===== src/rtl/sr_cmd_pkg.sv =====
// rtl/sr_cmd_pkg.sv - shared state encoding and counter width helpers for sr_cmd_gen
package sr_cmd_pkg;

  typedef enum logic [1:0] {
    IDLE    = 2'd0,
    PULSE_S = 2'd1,
    PULSE_R = 2'd2,
    LOCKOUT = 2'd3
  } state_t;

  // Bits needed to hold 0..max_count, never less than one bit
  function automatic int cnt_width(input int max_count);
    int w;
    w = $clog2(max_count + 1);
    return (w < 1) ? 1 : w;
  endfunction

  function automatic int debounce_width(input int debounce_cycles);
    return cnt_width(debounce_cycles);
  endfunction

  function automatic int lockout_width(input int lockout_cycles);
    return cnt_width(lockout_cycles);
  endfunction

endpackage


===== src/rtl/sr_debounce.sv =====
// rtl/sr_debounce.sv - per-channel synchronizer, debounce counter and rising-edge detect
module sr_debounce
  import sr_cmd_pkg::*;
#(
  parameter int DEBOUNCE_CYCLES = 4
) (
  input  logic clk,
  input  logic rst_n,
  input  logic raw,
  output logic level,
  output logic rise
);

  localparam int CW = debounce_width(DEBOUNCE_CYCLES);
  // Count value at which one more mismatching sample completes the debounce
  localparam logic [CW-1:0] C_LAST = CW'(DEBOUNCE_CYCLES - 1);

  logic          r_sync1;
  logic          r_sync2;
  logic          r_level;
  logic          r_level_d;
  logic [CW-1:0] r_cnt;

  // Two-flop synchronizer for the asynchronous raw request
  always_ff @(posedge clk or negedge rst_n) begin
    if (!rst_n) begin
      r_sync1 <= 1'b0;
      r_sync2 <= 1'b0;
    end else begin
      r_sync1 <= raw;
      r_sync2 <= r_sync1;
    end
  end

  // Flip the debounced level after enough consecutive disagreeing samples
  always_ff @(posedge clk or negedge rst_n) begin
    if (!rst_n) begin
      r_level <= 1'b0;
      r_cnt   <= '0;
    end else if (r_sync2 == r_level) begin
      r_cnt <= '0;
    end else if (r_cnt >= C_LAST) begin
      r_level <= ~r_level;
      r_cnt   <= '0;
    end else begin
      r_cnt <= r_cnt + 1'b1;
    end
  end

  // Delayed copy of the debounced level for edge detection
  always_ff @(posedge clk or negedge rst_n) begin
    if (!rst_n) begin
      r_level_d <= 1'b0;
    end else begin
      r_level_d <= r_level;
    end
  end

  assign level = r_level;
  assign rise  = r_level & ~r_level_d;

endmodule


===== src/rtl/sr_cmd_gen.sv =====
// rtl/sr_cmd_gen.sv - arbitrates debounced set/clear requests into clean S/R pulses with lockout
module sr_cmd_gen
  import sr_cmd_pkg::*;
#(
  parameter int DEBOUNCE_CYCLES = 4,
  parameter int LOCKOUT_CYCLES  = 3
) (
  input  logic clk,
  input  logic rst_n,
  input  logic set_req,
  input  logic clr_req,
  output logic S,
  output logic R,
  output logic busy,
  output logic drop,
  output logic conflict
);

  localparam int LW          = lockout_width(LOCKOUT_CYCLES);
  localparam bit HAS_LOCKOUT = (LOCKOUT_CYCLES > 0);
  localparam logic [LW-1:0] LOCK_LOAD = HAS_LOCKOUT ? LW'(LOCKOUT_CYCLES - 1) : '0;

  logic          w_set_level;
  logic          w_set_rise;
  logic          w_clr_level;
  logic          w_clr_rise;
  logic          w_set_edge;
  logic          w_clr_edge;
  logic          w_drop;
  logic          w_conflict;
  state_t        r_state;
  state_t        w_next_state;
  logic [LW-1:0] r_lock_cnt;
  logic          r_s;
  logic          r_r;
  logic          r_busy;
  logic          r_drop;
  logic          r_conflict;

  sr_debounce #(.DEBOUNCE_CYCLES(DEBOUNCE_CYCLES)) u_set_db (
    .clk   (clk),
    .rst_n (rst_n),
    .raw   (set_req),
    .level (w_set_level),
    .rise  (w_set_rise)
  );

  sr_debounce #(.DEBOUNCE_CYCLES(DEBOUNCE_CYCLES)) u_clr_db (
    .clk   (clk),
    .rst_n (rst_n),
    .raw   (clr_req),
    .level (w_clr_level),
    .rise  (w_clr_rise)
  );

  // A command is a rising edge that has settled at the high debounced level
  assign w_set_edge = w_set_rise & w_set_level;
  assign w_clr_edge = w_clr_rise & w_clr_level;

  // State register
  always_ff @(posedge clk or negedge rst_n) begin
    if (!rst_n) begin
      r_state <= IDLE;
    end else begin
      r_state <= w_next_state;
    end
  end

  // Next-state decode plus drop/conflict detection; edges while busy are discarded
  always_comb begin
    w_next_state = r_state;
    w_drop       = 1'b0;
    w_conflict   = 1'b0;
    case (r_state)
      IDLE: begin
        if (w_set_edge && w_clr_edge) begin
          w_conflict = 1'b1;
        end else if (w_set_edge) begin
          w_next_state = PULSE_S;
        end else if (w_clr_edge) begin
          w_next_state = PULSE_R;
        end
      end
      PULSE_S, PULSE_R: begin
        w_drop       = w_set_edge | w_clr_edge;
        w_next_state = HAS_LOCKOUT ? LOCKOUT : IDLE;
      end
      LOCKOUT: begin
        w_drop = w_set_edge | w_clr_edge;
        if (r_lock_cnt == '0) begin
          w_next_state = IDLE;
        end
      end
      default: begin
        w_next_state = IDLE;
      end
    endcase
  end

  // Lockout counter: preloaded outside LOCKOUT, counts down and holds at zero
  always_ff @(posedge clk or negedge rst_n) begin
    if (!rst_n) begin
      r_lock_cnt <= '0;
    end else if (r_state != LOCKOUT) begin
      r_lock_cnt <= LOCK_LOAD;
    end else if (r_lock_cnt != '0) begin
      r_lock_cnt <= r_lock_cnt - 1'b1;
    end
  end

  // Output flops decoded from the state register so S and R can never overlap
  always_ff @(posedge clk or negedge rst_n) begin
    if (!rst_n) begin
      r_s        <= 1'b0;
      r_r        <= 1'b0;
      r_busy     <= 1'b0;
      r_drop     <= 1'b0;
      r_conflict <= 1'b0;
    end else begin
      r_s        <= (r_state == PULSE_S);
      r_r        <= (r_state == PULSE_R);
      r_busy     <= (r_state != IDLE);
      r_drop     <= w_drop;
      r_conflict <= w_conflict;
    end
  end

  assign S        = r_s;
  assign R        = r_r;
  assign busy     = r_busy;
  assign drop     = r_drop;
  assign conflict = r_conflict;

endmodule


===== config.mk =====
export PLATFORM = sky130hd
export DESIGN_NAME = sr_cmd_gen
export DESIGN_NICKNAME = d
export VERILOG_FILES = /design/src/rtl/sr_cmd_pkg.sv /design/src/rtl/sr_debounce.sv /design/src/rtl/sr_cmd_gen.sv
export SDC_FILE = /design/constraint.sdc
export NUM_CORES = 1
export LEC_CHECK = 0
export CORE_MARGIN = 2
export CORE_UTILIZATION = 52
export CTS_BUF_LIST = sky130_fd_sc_hd__clkbuf_2
export DETAILED_ROUTE_END_ITERATION = 12
export PLACE_DENSITY_LB_ADDON = 0.08
export SLEW_MARGIN = 5
export SYNTH_ARGS = -nofsm -noshare
export SYNTH_HDL_FRONTEND = slang
export SYNTH_SLANG_ARGS = --single-unit

===== constraint.sdc =====
create_clock -name clk -period 1.6 [get_ports clk]
set_input_delay 0.24 -clock clk [delete_from_list [all_inputs] [get_ports clk]]
set_output_delay 0.24 -clock clk [all_outputs]
set_load 0.03 [all_outputs]

# Word level (Yosys, flattened, before mapping)
# Index checks and enable logic that the tools add are counted.
# totals
in_bits	4
register_bits	23
elab_cells	67
out_inout_bits	5
# op_classes
n_lt_le_gt_ge	2
n_bitwise	11
add_sub_neg	3
eq_ne	9
muxes	14
n_reduce_logical	11
# op_table
cell	n
$mux 2	6
$mux 3	4
$add 3x1->3 const B	2
$ge 3x2->1 const B	2
$ne 2x2->1 const B	3
$not 1->1	6
$pmux 2 s3	1
$reduce_bool 2->1	3
$and 1x1->1	4
$eq 2x2->1 const B	2
$logic_not 2->1	2
$reduce_and 2->1	2
$mux 1	3
$ne 3x3->1 const B	1
$reduce_and 3->1	1
$reduce_or 3->1	1
$eq 1x1->1	2
$eq 2x1->1 const B	1
$reduce_or 2->1	1
$sub 2x1->2 const B	1
$logic_and 1x1->1	1
$or 1x1->1	1

# Depth between registers and ports, before layout
# logic_depth
word_depth	7
ltp_mapped	5

# Cells and area by module
# Synthesis repeated with hierarchy kept, for this count alone.
# hier_totals
hier_cells	72
hier_area_um2	954.7
# modules_own_cells
module	instances	cells_per_inst	seq_area_each_um2	area_each_um2
sr_debounce	2	17	175.2	261.5
sr_cmd_gen	1	38	225.2	431.7

# Worst setup path before layout
# No wires, ideal clock.
# synth_path
path_kind	reg2reg
start	reg u_set_db.r_cnt[0]
end	reg u_set_db.r_level, in the netlist u_set_db.level
path_stages_with_launch	5
t_required_ps	1475
path_slack_ps	84
arrival_time_ps	1392
path_buffers	0
cell_sequence	dfrtp_1 > ha_1 > ha_1 > a211oi_1 > mux2_2
# synth_via
elab_chain_len	2
# synth_rtl
element	line	source
from (decl)	sr_debounce.sv:22	logic [CW-1:0] r_cnt;
from (signal assigned)	sr_debounce.sv:46	r_cnt <= r_cnt + 1'b1;
$ge 3x2->1	sr_debounce.sv:42	end else if (r_cnt >= C_LAST) begin
$reduce_and 2->1 (no source line)	n/a	
to (signal assigned)	sr_debounce.sv:43	r_level <= ~r_level;
to (decl)	sr_debounce.sv:20	logic r_level;
# Every way passes these cells.
# A chain may end at the register's enable or synchronous reset.

# Worst setup path in the final report
# layout_path
start	reg r_state[0]
end	reg r_state[1]
# layout_via
elab_chain_len	3
elab_cells_between_ends	10
classes_between	eq/ne: 6; mux: 1; reduce/logical: 3
# layout_rtl
element	line	source
from (decl)	sr_cmd_gen.sv:31	state_t r_state;
from (signal assigned)	sr_cmd_gen.sv:65	r_state <= w_next_state;
$eq 2x1->1, or another cell as far along	sr_cmd_gen.sv:74	case (r_state)
$reduce_or 2->1, or another cell as far along	sr_cmd_gen.sv:74	
$pmux 2 s3 or $reduce_and 3->1 (tied branches)	n/a	
# Parallel ways exist; a longest one is shown, timed or not.

==> impl_metrics.csv <==
group,metric,value,unit
outcome,outcome,"finished, final reports clean",
synthesis,yosys_warnings,0,
grt,wire_length_of_the_first_global_routing_pass,2210,µm
grt,groute.usage.overall,0.157,
power_and_ir_drop,cellPowerDensity,1910,nW/µm²
cts,htree_levels,1,
worst_setup_path,critPathArrivalTime,1.76,ns
drt,average_wire_per_standard_cell,11.6,µm
timing,timing.clock.skew,0.0128,ns
synthesis,yosys.area_share.adder,0.119,
synthesis,synth.yosys.seq_area_share,0.608,
worst_hold_path,min-delay-path-class,"in -> async",
die,fp-row-count,15,
grt,global_route.overflow_total,0,
grt,first_global_vias,512,
die,initial_cell_density_of_the_core,0.548,
placed_design,detailedPlacementHpwl,956,µm
placed_design,place_inst,109,
timing,achievable-frequency,0.654,GHz
die,chipHeight,46.7,µm
synthesis,synthDistinctLibCells,25,
synthesis,postSynthCellCount,70,
drt,drc_errors,0,
synthesis,synth_simple_gate_area_frac,0.110,
layout,layout.cell_area.non_filler,1150,µm²
placed_design,port-buffer-count,8,
die,floorplan.core_area,1730,µm²
worst_setup_path,setup.reg_to_reg.worst_slack,0.07,ns
cts,cts_tree,"yes",
flow_run,drv.max_cap_violation_count,0,
power_and_ir_drop,cellLeakagePower,0.574,nW
cts,cts.reportedPaths.clkPinSlew,0.20,ns
die,dieArea,2180,µm²
grt,antenna_violations_before_repair,0,
drt,post_drt_via_cell_ratio,4.87,
synthesis,synth_top_family_by_area,"adder cells",
cts,worstSkewPairLatency,0.33,ns
timing,hold_viol,0,
die,die_w,46.7,µm
synthesis,postSynthAreaPerCell,13.5,µm²
layout,filler_cells_inserted,152,
layout,post_route_cells_drive_above_1_share,0.222,
drt,detail_route.wirelength,1340,µm
die,floorplan.io_pins,9,
power_and_ir_drop,ir_drop,0.000976,V
timing,slew_violations,0,
grt,largest_net_degree_at_the_start_of_global_routing,24,
drt,postRouteAntennaNets,0,
worst_setup_path,critical_path.endpoint_type,"flop",
layout,finish.net_count,104,
placed_design,globalplace.congestion,0.828,
drt,vias,560,
worst_setup_path,worst-endpoint-required,1.83,ns
worst_setup_path,critical_path.startpoint_type,"flop",
timing,setup_viol,0,
drt,drt_first_pass_iters,4,
synthesis,synth_seq_cells,23,
cts,cts_inserted_buffers,3,
synthesis,mappedNetlistNets,83,
timing,final.min_clock_period,1.53,ns
layout,antennaDiodeCount,0,
placed_design,place_area,1100,µm²
synthesis,synth_xor_area_frac,0.0278,
timing,worst_slew_pin_slew,0.362,ns
synthesis,post_synth_instance_area,946,µm²
cts,sink_count_of_the_clock_tree,23,
timing,maxSlewHeadroom,0.756,
layout,flow.area_growth_from_synthesis,21.4,%
timing,min_period_over_period,0.956,
worst_setup_path,timing.setup.critical_path_class,"reg -> reg",
cts,cts_max_path_buffers,2,
synthesis,synthesized_area_fraction_occupied_by_ao_oa_aoi_and_oai_cells,0.0569,
drt,drt-initial-drc-count,5,
cts,ctsRootBufferMaster,"clkbuf_2",
synthesis,synth_mux_area_frac,0.0503,
layout,stdcell_count,115,
worst_setup_path,worstPathMaxFanout,4,
[through the flow]
step	TNS (ns)	utilization	worst slack (ns)	hold WS, ns	total power [mW]
finish	0	0.665	0.0698	0.217	2.20
global route	-0.000624	0.665	-0.000624	0.211	2.39
CTS	0	0.652	0.000153	0.210	2.15
detailed placement	-0.0489	0.638	-0.0489	0.337	1.93
global placement	0	0.638	0.0219	0.333	1.90
floorplan	0	-	0.0836	-0.0556	1.59
[layout make-up]
cell class              count  area [µm²]  area share
well taps                  25        31.3      0.0272
repair buffers             16         134       0.117
multi-input cells          40         362       0.315
clock buffers               4        20.0      0.0174
flip-flops and latches     23         576       0.501
inverters                   7        26.3      0.0229
[synthesized netlist by cell type]
| cell type | instances | area share |
|---|---|---|
| nand4_1 | 1 | 0.0066 |
| mux2_2 | 2 | 0.024 |
| and3_1 | 1 | 0.0066 |
| mux2i_1 | 1 | 0.011 |
| dfrtp_1 | 23 | 0.61 |
| nor2b_1 | 1 | 0.0066 |
| o211ai_1 | 1 | 0.0079 |
| a21oi_1 | 1 | 0.0053 |
| and2_1 | 1 | 0.0066 |
| nor3_1 | 2 | 0.011 |
| o311ai_0 | 1 | 0.0093 |
| ha_1 | 9 | 0.12 |
| inv_1 | 7 | 0.028 |
| nor3b_1 | 1 | 0.0079 |
| xnor2_1 | 2 | 0.019 |
| mux2_4 | 1 | 0.016 |
| xor2_1 | 1 | 0.0093 |
| and2b_1 | 1 | 0.0079 |
| nor2_1 | 3 | 0.012 |
| and3b_1 | 1 | 0.0093 |
| a311o_1 | 1 | 0.011 |
| a211oi_1 | 3 | 0.024 |
| nand2b_4 | 1 | 0.015 |
| nand2_1 | 2 | 0.0079 |
| nand2b_1 | 2 | 0.013 |
[critical path: stages, from the launching register on]
cell and delay (ns):
dfrtp_1 0.45, inv_2 0.05, ha_1 0.29, nor2b_4 0.13, mux2_4 0.25, a311o_1 0.27
[repair_timing]
action                                  in CTS  in global routing
resized for setup                            7                  3
hold buffers                                 0                  0
buffers inserted                             0                  2
gates cloned                                 0                  0
pin swaps                                    0                  3
endpoints found under the setup margin       7                  3
[sequential cells by signal, summed over array words and instances (netlist names), 2 cells and up]
| register | cells |
|---|---|
| u_clr_db.r_cnt | 3 |
| u_set_db.r_cnt | 3 |
| r_state | 2 |
| r_lock_cnt | 2 |
[cell usage in the layout (no fill, tap or decap), types with 2 or more instances in the layout]
| cell | synthesis | final |
|---|---|---|
| dfrtp_1 | 23 | 23 |
| ha_1 | 9 | 9 |
| buf_4 | 0 | 8 |
| inv_1 | 7 | 6 |
| dlygate4sd2_1 | 0 | 5 |
| clkbuf_2 | 0 | 4 |
| nor2_1 | 3 | 3 |
| clkdlybuf4s50_1 | 0 | 3 |
| a211oi_2 | 0 | 2 |
| nand2_1 | 2 | 2 |
| xnor2_1 | 2 | 2 |
| nor3_1 | 2 | 2 |
| nand2b_1 | 2 | 2 |
| mux2_2 | 2 | 2 |
[layer usage]
layer,GRT usage,vias to the layer above,part of all wire
met5,0,-,0
met4,0.133,0,0.037
met3,0.0353,5,0.038
met2,0.236,12,0.48
met1,0.189,266,0.44
li1,-,277,-
[kinds of logic after synthesis]
family          after synthesis
simple gates                 17
buf+inv                       7
mux                           4
xor+xnor                      3
flops                        23
compound gates                7
fa+ha+maj                     9
[worst paths after layout]
check	startpoint	endpoint	cells past startpoint
max in group asynchronous	rst_n	r_state[0]	2
min in group clk	clr_req	u_clr_db.r_sync1	1
worst max register to register	r_state[0]	r_state[1]	5
worst max-delay path	r_state[0]	r_state[1]	5
worst min-delay path	rst_n	u_clr_db.r_cnt[2]	2
worst min register to register	u_set_db.r_sync1	u_set_db.r_sync2	0
[report_power, final]
part           internal (mW)  switching, mW  total, mW
clock network         0.0662          0.163      0.229
registers              0.791          0.128      0.920
logic                  0.544          0.503       1.05
total                   1.40          0.794       2.20
Note: power is estimated with default switching activity, not from simulation.
